==> config.mk <==
export PLATFORM = sky130hd
export DESIGN_NAME = prng_code_gen
export DESIGN_NICKNAME = d
export VERILOG_FILES = /design/src/rtl/prng_code_gen.sv
export SDC_FILE = /design/constraint.sdc
export NUM_CORES = 1
export LEC_CHECK = 0
export BUFFER_PORTS_ARGS = -buffer_cell sky130_fd_sc_hd__buf_2
export CORE_MARGIN = 2
export CORE_UTILIZATION = 40
export DETAILED_ROUTE_END_ITERATION = 10
export PLACE_DENSITY_LB_ADDON = 0.12
export RECOVER_POWER = 100
export SYNTH_ARGS = -nofsm -noshare
export SYNTH_HDL_FRONTEND = slang
export SYNTH_SLANG_ARGS = --single-unit
==> constraint.sdc <==
create_clock -name clk -period 1.8 [get_ports clk]
set_input_delay 0.09 -clock clk [delete_from_list [all_inputs] [get_ports clk]]
set_output_delay 0.09 -clock clk [all_outputs]
set_load 0.005 [all_outputs]
==> src/rtl/prng_code_gen.sv <==
// Fibonacci-LFSR secret-code generator with a req/valid/ack handshake and runtime reseed.
// Optional macro PRNG_CODE_DISTINCT_EN: reject symbols that repeat an already-written slot.
module prng_code_gen #(
  parameter int                LFSR_W  = 12,
  parameter logic [LFSR_W-1:0] TAPS    = 12'hE08,
  parameter logic [LFSR_W-1:0] SEED    = 12'h3D5,
  parameter int                SYM_W   = 3,
  parameter int                NUM_SYM = 4
) (
  input  logic                     clk,
  input  logic                     rst,
  input  logic                     req,
  input  logic                     ack,
  input  logic                     seed_load,
  input  logic [LFSR_W-1:0]        seed_in,
  output logic [NUM_SYM*SYM_W-1:0] code,
  output logic                     valid,
  output logic                     busy
);
  localparam int IDX_W = (NUM_SYM > 1) ? $clog2(NUM_SYM) : 1;
  localparam int BIT_W = (SYM_W > 1) ? $clog2(SYM_W) : 1;

  typedef enum logic [1:0] {IDLE, GEN, DONE} fsm_t;

  fsm_t              fsm;
  logic [LFSR_W-1:0] state;
  logic [SYM_W-1:0]  sym;
  logic [IDX_W-1:0]  idx;
  logic [BIT_W-1:0]  bit_cnt;
  logic              fb;
  logic [SYM_W-1:0]  sym_next;
  logic              sym_done;
  logic              last_slot;
  logic              dup;

  assign fb        = ^(state & TAPS);
  assign sym_next  = SYM_W'({sym, fb});
  assign sym_done  = (bit_cnt == BIT_W'(SYM_W - 1));
  assign last_slot = (idx == IDX_W'(NUM_SYM - 1));

`ifdef PRNG_CODE_DISTINCT_EN
  if (NUM_SYM > 2**SYM_W) begin : g_bad_cfg
    $error("prng_code_gen: NUM_SYM exceeds the number of distinct symbols");
  end

  // A finished symbol is a duplicate if it equals any slot already written.
  always_comb begin
    dup = 1'b0;
    for (int i = 0; i < NUM_SYM; i++) begin
      if ((i < 32'(idx)) && (code[i*SYM_W +: SYM_W] == sym_next)) dup = 1'b1;
    end
  end
`else
  assign dup = 1'b0;
`endif

  always_ff @(posedge clk) begin
    if (rst || seed_load) begin
      state   <= (rst || (seed_in == '0)) ? SEED : seed_in;
      fsm     <= IDLE;
      code    <= '0;
      valid   <= 1'b0;
      busy    <= 1'b0;
      idx     <= '0;
      sym     <= '0;
      bit_cnt <= '0;
    end else begin
      case (fsm)
        IDLE: begin
          if (req) begin
            fsm     <= GEN;
            busy    <= 1'b1;
            code    <= '0;
            idx     <= '0;
            sym     <= '0;
            bit_cnt <= '0;
          end
        end
        GEN: begin
          // An all-zero state would stick forever; recover instead of stepping.
          if (state == '0) begin
            state <= SEED;
          end else begin
            state <= {state[LFSR_W-2:0], fb};
            if (sym_done) begin
              bit_cnt <= '0;
              sym     <= '0;
              if (!dup) begin
                code[idx*SYM_W +: SYM_W] <= sym_next;
                if (last_slot) begin
                  fsm   <= DONE;
                  busy  <= 1'b0;
                  valid <= 1'b1;
                end else begin
                  idx <= idx + 1'b1;
                end
              end
            end else begin
              bit_cnt <= bit_cnt + 1'b1;
              sym     <= sym_next;
            end
          end
        end
        DONE: begin
          if (ack) begin
            fsm   <= IDLE;
            valid <= 1'b0;
          end
        end
        default: fsm <= IDLE;
      endcase
    end
  end
endmodule

# [Word level (Yosys, flattened, before mapping)]
# Index checks and enable logic that the tools add are counted.
# Widths: inputs -> output; s select.
[totals] regBits=34 word_cells=76
[classes] add_sub_neg=3 n_mul=1 eq_ne=10 shift=2 muxes=37 n_reduce_logical=15
[ops] operator="$mux 12" count=7
[ops] operator="$neg 4->34" count=1
[ops] operator="$shift 3x34->12 const A" count=1
[ops] operator="$shiftx 3x34->12" count=1
[ops] operator="$mux 2" count=14
[ops] operator="$logic_not 12->1" count=2
[ops] operator="$pmux 12 s2" count=1
[ops] operator="$reduce_and 5->1" count=4
[ops] operator="$bwmux 12" count=1
[ops] operator="$ne 2x2->1 const B" count=6
[ops] operator="$pmux 2 s2" count=3
[ops] operator="$reduce_xor 12->1" count=1
[ops] operator="$mux 1" count=8
[ops] operator="$eq 2x2->1 const B" count=3
[ops] operator="$pmux 2 s3" count=1
[ops] operator="$reduce_bool 2->1" count=3
[ops] operator="$add 2x1->2 const B" count=2
[ops] operator="$mul 2x2->4 const B" count=1
[ops] operator="$pmux 1 s2" count=2
[ops] operator="$reduce_and 4->1" count=1
[ops] operator="$reduce_and 3->1" count=1
[ops] operator="$eq 2x1->1 const B" count=1
[ops] operator="$logic_not 2->1" count=1
[ops] operator="$logic_or 1x1->1" count=2

# [Depth between registers and ports, before layout]
# Gate-level depths: netlist (run 1).
[depth] word_depth=7 mapped_depth=6 mapped_depth_nobuf=6

# [Worst setup path before layout (run 1)]
# OpenSTA, ideal clock, no wires.
[synth_path] kind="register -> register" startpoint="reg state[10]" endpoint="reg state[11] (data pin)" t_arrival_ps=1274 required_time_ps=1537 slack_ps=263 path_stages_with_launch=7 n_path_buf=0 period_less_slack_ps=1537 path_cell_list="edfxtp_1 -> inv_1 -> ha_1 -> nor4b_1 -> nand3_1 -> nand2_1 -> o2bb2ai_1"
[synth_via] elab_chain_len=4
[synth_rtl] item="start, declared" line="26" source="logic [LFSR_W-1:0] state;"
[synth_rtl] item="start signal, assigned" line="59" source="state <= (rst || (seed_in == '0)) ? SEED : seed_in;"
[synth_rtl] item="start signal, assigned" line="84" source="state <= {state[LFSR_W-2:0], fb};"
[synth_rtl] item="$logic_not 12->1" line="81" source="if (state == '0) begin"
[synth_rtl] item="$mux 12 (*)" line="81"
[synth_rtl] item="$mux 12 (*)" line="68" source="case (fsm)"
[synth_rtl] item="$mux 12 (*)" line="58" source="if (rst || seed_load) begin"
# Mark *: on every way between the ends. The rest lies on a longest branch, timed or not. The select of a mux whose other input is x is not followed.
# A chain may end at the register's enable or synchronous reset.

# [Final worst setup path (run 1)]
[layout_path] startpoint="reg state[10]" endpoint="reg code[3]"
[layout_via] elab_chain_len=6 word_cells_on_any_way=9
[layout_rtl] item="$reduce_xor 12->1" line="36" source="assign fb = ^(state & TAPS);"
[layout_rtl] item="$shiftx 3x34->12" line="89" source="code[idx*SYM_W +: SYM_W] <= sym_next;"
[layout_rtl] item="$bwmux 12" line="89"
[layout_rtl] item="$mux 12" line="85" source="if (sym_done) begin"
[layout_rtl] item="$mux 12" line="81"
[layout_rtl] item="$pmux 12 s2" line="68"
[layout_rtl] item="end signal, assigned by index" line="89"
[layout_rtl] item="end, declared" line="16" source="output logic [NUM_SYM*SYM_W-1:0] code,"
# Parallel ways exist; a longest one is shown, timed or not. The select of a mux whose other input is x is not followed.

==> results.md, run 1 <==
* Result of the run: complete, no violations
* Clock-pin slew of the registers on the worst-case setup and hold paths at 70 ps
* Worst clock skew on the final layout at 2.507 ps
* Area occupied by multi-input gates at around 960 sq um
* Post-synthesis average cell area at 10.91 sq um
* Reg2Reg Setup Slack at 160 ps
* Number of I/O pins at 31
* Total global routing overflow at 0
* Total of buffers placed on input and output ports at 30
* Wire length of the first global-routing pass at 6886 um
* Number of inserted filler cells in the final layout at 410
* Leading cell type by number of instances after synthesis: sky130_fd_sc_hd__nand2_1
* CP delay by family, top: simple AND/OR/NAND/NOR gates
* Ratio of final minimum period to clock period at between 90% and 100%
* Iter 0 DRT Violations at 74
* Number of warnings reported in the yosys synthesis log at 0
* Worst EP arrival at roughly 1900 ps
* Number of max-slew violations in the final report at 0
* Largest stage delay on the critical path at 350 ps
* Syn Inst Count at 165
* Storage element area at 800.8 sq um
* Place WS at ~52 ps
* Fraction of synthesis flops using an asynchronous set or reset pin at 0%
* Area contributors post-synth: sky130_fd_sc_hd__dfxtp_1 24%, sky130_fd_sc_hd__edfxtp_1 20%, sky130_fd_sc_hd__mux2i_1 8.9%
* Global Route Usage Sum at 17.64%
* Setup TNS at 0 ps
* Hold Vio Cnt, Final at 0
* Number of max-cap violations at 0
* Worst slew pin tran at 434.4 ps
* Top fanout value on the critical path at 5
* CP max stage cell: sky130_fd_sc_hd__nor3_2
* Count of clock tree sinks at 34
* Post-layout nets at approximately 220
* Dominant cell type by area after synthesis: sky130_fd_sc_hd__dfxtp_1
* Vias per inst at between 5 and 6
* Count of hold buffers inserted by post-cts repair at 0
* Number of DRC violations after detailed routing at 0
* Finish-stage setup viols at 0
* Power per Cell Area at approximately 750 nW/um^2
* Max Fclk at about 600 MHz
* Endpoint type of the worst setup path: flip-flop
* Level count of the clock H-tree at 2
* Startpoint types: flip-flop
* First-pass detailed-route iteration total at 4
* Row count at 24
* Least setup slack across all paths after layout at roughly 160 ps
* Classification of the worst setup path: flip-flop to flip-flop
* Start point of the critical path: state[10]$_DFFE_PP_
* Worst hold path startpoint: ack
* Setup repair after global routing missed its margin: false
* Critical path buffers and inverters at 1
* Class of the tightest hold or removal check: input pin to flip-flop
* Critical R2R Launch: state[10]$_DFFE_PP_
* Wire length after detailed routing at 3957 um
* Die boundary height at ~71 um
* Root buffer cell: sky130_fd_sc_hd__clkbuf_8
* Clock tree from TritonCTS: built
* Yosys reg bits at 34
* Synthesis-to-finish area growth at 17.16%
* Number of cells in the finished layout apart from fillers at 255
* Sequence of cells on the critical path: inv_1, ha_1, nor4b_1, and4_2, nor3_2, mux2i_1
* Initial standard-cell utilization of the core at ~41%
* Via count of the routed design at between 1000 and 1500
* Pin count of the biggest net entering global routing at 29
* Primary FF master, synth: sky130_fd_sc_hd__dfxtp_1
* Final Critical Period at 1637 ps
* Inserted Clock Buffers at 5
* Horiz. Die Dim at roughly 70 um
* Max-slew headroom at slightly above 70%
* Required time worst endpoint at a little over 2000 ps
* Initial antenna violation count at 0
* Synth unique cells at 46
* VDD IR max at 0.5050 mV
* Synth top cells by count: 24 x sky130_fd_sc_hd__nand2_1, 22 x sky130_fd_sc_hd__dfxtp_1, 16 x sky130_fd_sc_hd__mux2i_1
* Layout cells sized above 1 at 27.59%
* Placed wire-length estimate at 2928 um
* Post-synthesis cell area at between 1500 and 2000 sq um
* Later-pin clock latency in the skew report at between 200 and 300 ps
* Post-synth net total at roughly 190
* Total inserted antenna cells at 0
* Post-synth EDFFs at 12
* Core region area at roughly 4400 sq um
* Top-area cell type share of the netlist area at approximately 24%
* Routed wirelength normalized by instance count at approximately 16 um
* Maximum buffer depth of the clock tree at 2
* Number of antenna-violating nets in the routed design at 0
* Number of global-route vias before repair at approximately 1400
* Cell count after placement at about 250
* Sequential element share of the synthesized area at between 40% and 50%
* Final Wtd Congestion at roughly 0.86
* Leakage power at about 0.8 nW
* Total Die Area at between 5000 and 6000 sq um
worst paths after layout:
| path | endpoint | cells after the start |
|---|---|---|
| worst max-delay path | code[3]$_SDFFE_PN0P_ | 6 |
| worst max register to register | code[3]$_SDFFE_PN0P_ | 6 |
| worst min register to register | code[10]$_SDFFE_PN0P_ | 2 |
| worst min-delay path | valid$_SDFFE_PN0P_ | 2 |
state kept, by name, indices dropped and copies added (netlist names):
register  count
idx           2
fsm           2
valid         1
busy          1
code         12
state        12
bit_cnt       2
sym           2
power by group:
group	internal (mW)	leakage (nW)	total (mW)	switching (mW)
Sequential	0.829	0.295	0.855	0.0254
Combinational	0.0900	0.466	0.187	0.0966
Clock	0.266	0.0426	0.545	0.279
metal layers:
metal  track usage (%)  wire (um)
met5                 0          0
met4             8.805         69
met3             5.271        202
met2             28.14       1902
met1             21.73       1783
per-stage QoR:
step | cell area, sq um | power (mW) | util, % | hold WS, ps
2_1_floorplan | 1800 | 0.9944 | - | 201.8
3_3_place_gp | 2036 | 1.057 | 46.75 | 299.8
3_5_place_dp | 2036 | 1.058 | 46.75 | 319.7
4_1_cts | 2120 | 1.609 | 48.68 | 9.527
5_1_grt | 2110 | 1.657 | 48.45 | 17.69
6_report | 2110 | 1.587 | 48.45 | 15.39
cell usage in the layout (no fill, tap or decap), types with 2 or more instances in the layout:
master	n
sky130_fd_sc_hd__nand3b_1	2
sky130_fd_sc_hd__nor4_1	3
sky130_fd_sc_hd__nor3b_2	2
sky130_fd_sc_hd__nand3_1	11
sky130_fd_sc_hd__nor2_1	5
sky130_fd_sc_hd__nand2_1	23
sky130_fd_sc_hd__clkbuf_1	6
sky130_fd_sc_hd__o22a_1	7
sky130_fd_sc_hd__nor3_2	2
sky130_fd_sc_hd__dfxtp_1	22
sky130_fd_sc_hd__edfxtp_1	12
sky130_fd_sc_hd__ha_1	5
sky130_fd_sc_hd__clkbuf_8	5
sky130_fd_sc_hd__nor3_1	3
sky130_fd_sc_hd__inv_1	6
sky130_fd_sc_hd__a22o_1	4
sky130_fd_sc_hd__buf_4	4
sky130_fd_sc_hd__nor4b_2	2
sky130_fd_sc_hd__mux2i_1	16
sky130_fd_sc_hd__nor3_4	2
sky130_fd_sc_hd__buf_2	25
sky130_fd_sc_hd__and4_1	3
sky130_fd_sc_hd__nand2b_1	2
timing repair:
action,4_1_cts,5_1_grt
pin swaps,0,1
cloned,0,0
hold endpoints to repair,0,0
resized for setup,1,4
buffers inserted,0,0
setup endpoints to repair,1,13
logic make-up after synthesis:
kind of cell | share of synthesized area [%]
compound gates | 10.15
xor+xnor | 1.320
fa+ha+maj | 3.475
buf+inv | 2.362
flops | 44.48
mux | 8.895
simple gates | 29.33
final cells by class:
class                           instances  area share, %
Clock buffer                            6          3.440
Clock inverter                          2         0.4152
Inverter                                6          1.068
Multi-Input combinational cell        120          45.55
Sequential cell                        34          37.96
Tap cell                               52          3.084
Timing Repair Buffer                   35          8.482
No activity file was read; power rests on OpenSTA's default activity.
==> run 2, diff against run 1 <==
- CORE_MARGIN: 2 -> 4
==> results.md, run 2 (synthesized netlist as in run 1, its figures left out) <==
* Initial standard-cell utilization of the core at between 40% and 50%
* CP max stage cell: sky130_fd_sc_hd__edfxtp_1
* Hold Vio Cnt, Final at 0
* Wire length of the first global-routing pass at 6824 um
* Biggest registers after layout: code (12), state (12)
* Required time worst endpoint at 2010 ps
* Placed Area at 2051 sq um
* Number of global-route vias before repair at 1437
* Cell area after layout at ~2100 sq um
* Clock-pin slew of the registers on the worst-case setup and hold paths at 70 ps
* Post-CTS Repair Setup Buffers at 0
* Worst slew pin tran at 417.6 ps
* Row count at 24
* Finished Core Util at 48.42%
* Share of power burned in combinational logic at roughly an eighth
* Synthesis-to-finish area growth at 17.10%
* First-pass detailed-route iteration total at 4
* Most common cell after layout, fill and taps aside: sky130_fd_sc_hd__nand2_1
* Count of clock tree sinks at 34
* Largest stage delay on the critical path at roughly 360 ps
* Routed wirelength normalized by instance count at ~16 um
* Power per Cell Area at between 700 and 800 nW/um^2
* Die boundary height at 75.09 um
* Maximum buffer depth of the clock tree at 2
* Most used cells in the layout excluding fill and tap cells: 23 x sky130_fd_sc_hd__nand2_1, 22 x sky130_fd_sc_hd__dfxtp_1, 17 x sky130_fd_sc_hd__buf_2
* Critical path buffers and inverters at 1
* Ratio of final minimum period to clock period at just over 90%
* Class of the tightest hold or removal check: input pin to flip-flop
* Cell count after placement at approximately 250
* Finish-stage setup viols at 0
* Pin count of the biggest net entering global routing at 22
* Via count of the routed design at ~1400
* Internal power summed over all cells at approximately 1.2 mW
* Vias per inst at approximately 5.5
* Placed wire-length estimate at between 3000 and 4000 um
* Horiz. Die Dim at ~75 um
* Core region area at roughly 4400 sq um
* Level count of the clock H-tree at 2
* Least setup slack across all paths after layout at between 100 and 150 ps
* Number of max-cap violations at 0
* Startpoint types: flip-flop
* CP delay by family, top: simple AND/OR/NAND/NOR gates
* Number of inserted filler cells in the final layout at 400
* Clock tree from TritonCTS: built
* Number of antenna-violating nets in the routed design at 0
* Max Fclk at around 600 MHz
* Proportion of total power due to net switching at about a quarter
* Total of buffers placed on input and output ports at 30
* Number of I/O pins at 31
* Initial antenna violation count at 0
* Max-slew headroom at just over 70%
* Number of DRC violations after detailed routing at 0
* Number of max-slew violations in the final report at 0
* Layout cells sized above 1 at 22.82%
* Endpoint type of the worst setup path: flip-flop
* Iter 0 DRT Violations at 59
* Worst EP arrival at 1890 ps
* Classification of the worst setup path: flip-flop to flip-flop
* Post-layout nets at 227
* Top fanout value on the critical path at 4
* Number of cells in the finished layout apart from fillers at about 260
* Leakage power at ~0.78 nW
* Final Wtd Congestion at 0.8498
* Inserted Clock Buffers at 5
* VDD IR max at approximately 0.34 mV
* Total inserted antenna cells at 0
* Result of the run: complete, no violations
* Later-pin clock latency in the skew report at about 280 ps
* Sequential power share at a little over half
* Wire length after detailed routing at about 4200 um
* Setup TNS at 0 ps
* Worst hold-check slack at between 100 and 150 ps
* Sequence of cells on the critical path: inv_1, ha_1, nor4b_1, nand3_1, o21bai_2, mux2i_1
* Final Critical Period at 1677 ps
* Total Die Area at about 5600 sq um
* Total global routing overflow at 0
* Place WS at approximately 81 ps
* Root buffer cell: sky130_fd_sc_hd__clkbuf_8
* Portion of total power attributed to the clock network at between 30 and 40%
* Setup repair after global routing missed its margin: false
* Overall power consumption at about 1.6 mW
* Worst clock skew on the final layout at around 6.2 ps
* Switching power total at approximately 400 uW
* Global Route Usage Sum at between 10% and 20%
[run 2: worst reg2reg max path: cells and delay by family (launching register included)]
kind | cells | cell delay, ps
compound gates | 1 | 320
buf+inv | 1 | 80
fa+ha+maj | 1 | 160
simple gates | 2 | 460
mux | 1 | 220
flops | 1 | 360
[run 2: repair_timing]
action / in CTS / in global routing
hold buffers: 1 / 0
hold endpoints to repair: 1 / 0
resized for setup: 0 / 1
endpoints found under the setup margin: 0 / 3
[run 2: layer usage]
metal / GRT usage, % / up-vias / wire (um)
met1: 21.29 / 694 / 1982
met2: 25.24 / 29 / 1992
met3: 4.139 / 8 / 155
met5: 0 / - / 0
li1: - / 700 / -
met4: 5.929 / 0 / 69
[run 2: worst paths after layout]
check | cells past startpoint | startpoint | to | slack [ps]
worst min register to register | 2 | code[11]$_SDFFE_PN0P_ | code[11]$_SDFFE_PN0P_ | 460
worst max register to register | 6 | state[10]$_DFFE_PP_ | bit_cnt[0]$_SDFFE_PN0P_ | 120
worst max-delay path | 6 | state[10]$_DFFE_PP_ | bit_cnt[0]$_SDFFE_PN0P_ | 120
worst min-delay path | 2 | seed_in[11] | state[11]$_DFFE_PP_ | 110
[run 2: power groups by stage]
stage / sequential (mW) / clock (mW) / combinational, mW
after global placement: 0.870 / 0 / 0.190
after detailed placement: 0.871 / 0 / 0.194
after CTS: 0.854 / 0.556 / 0.197
final: 0.855 / 0.536 / 0.190
after floorplan: 0.863 / 0 / 0.132
after global routing: 0.858 / 0.586 / 0.208
[run 2: cell type report]
cell class / instances / area (sq um) / area share (%)
sequential: 34 / 800.8 / 37.98
tap: 52 / 65.06 / 3.086
multi-input combinational: 120 / 948.4 / 44.99
clock buffer: 6 / 72.57 / 3.442
clock inverter: 2 / 8.758 / 0.4154
timing repair buffer: 38 / 190.2 / 9.021
inverter: 6 / 22.52 / 1.068
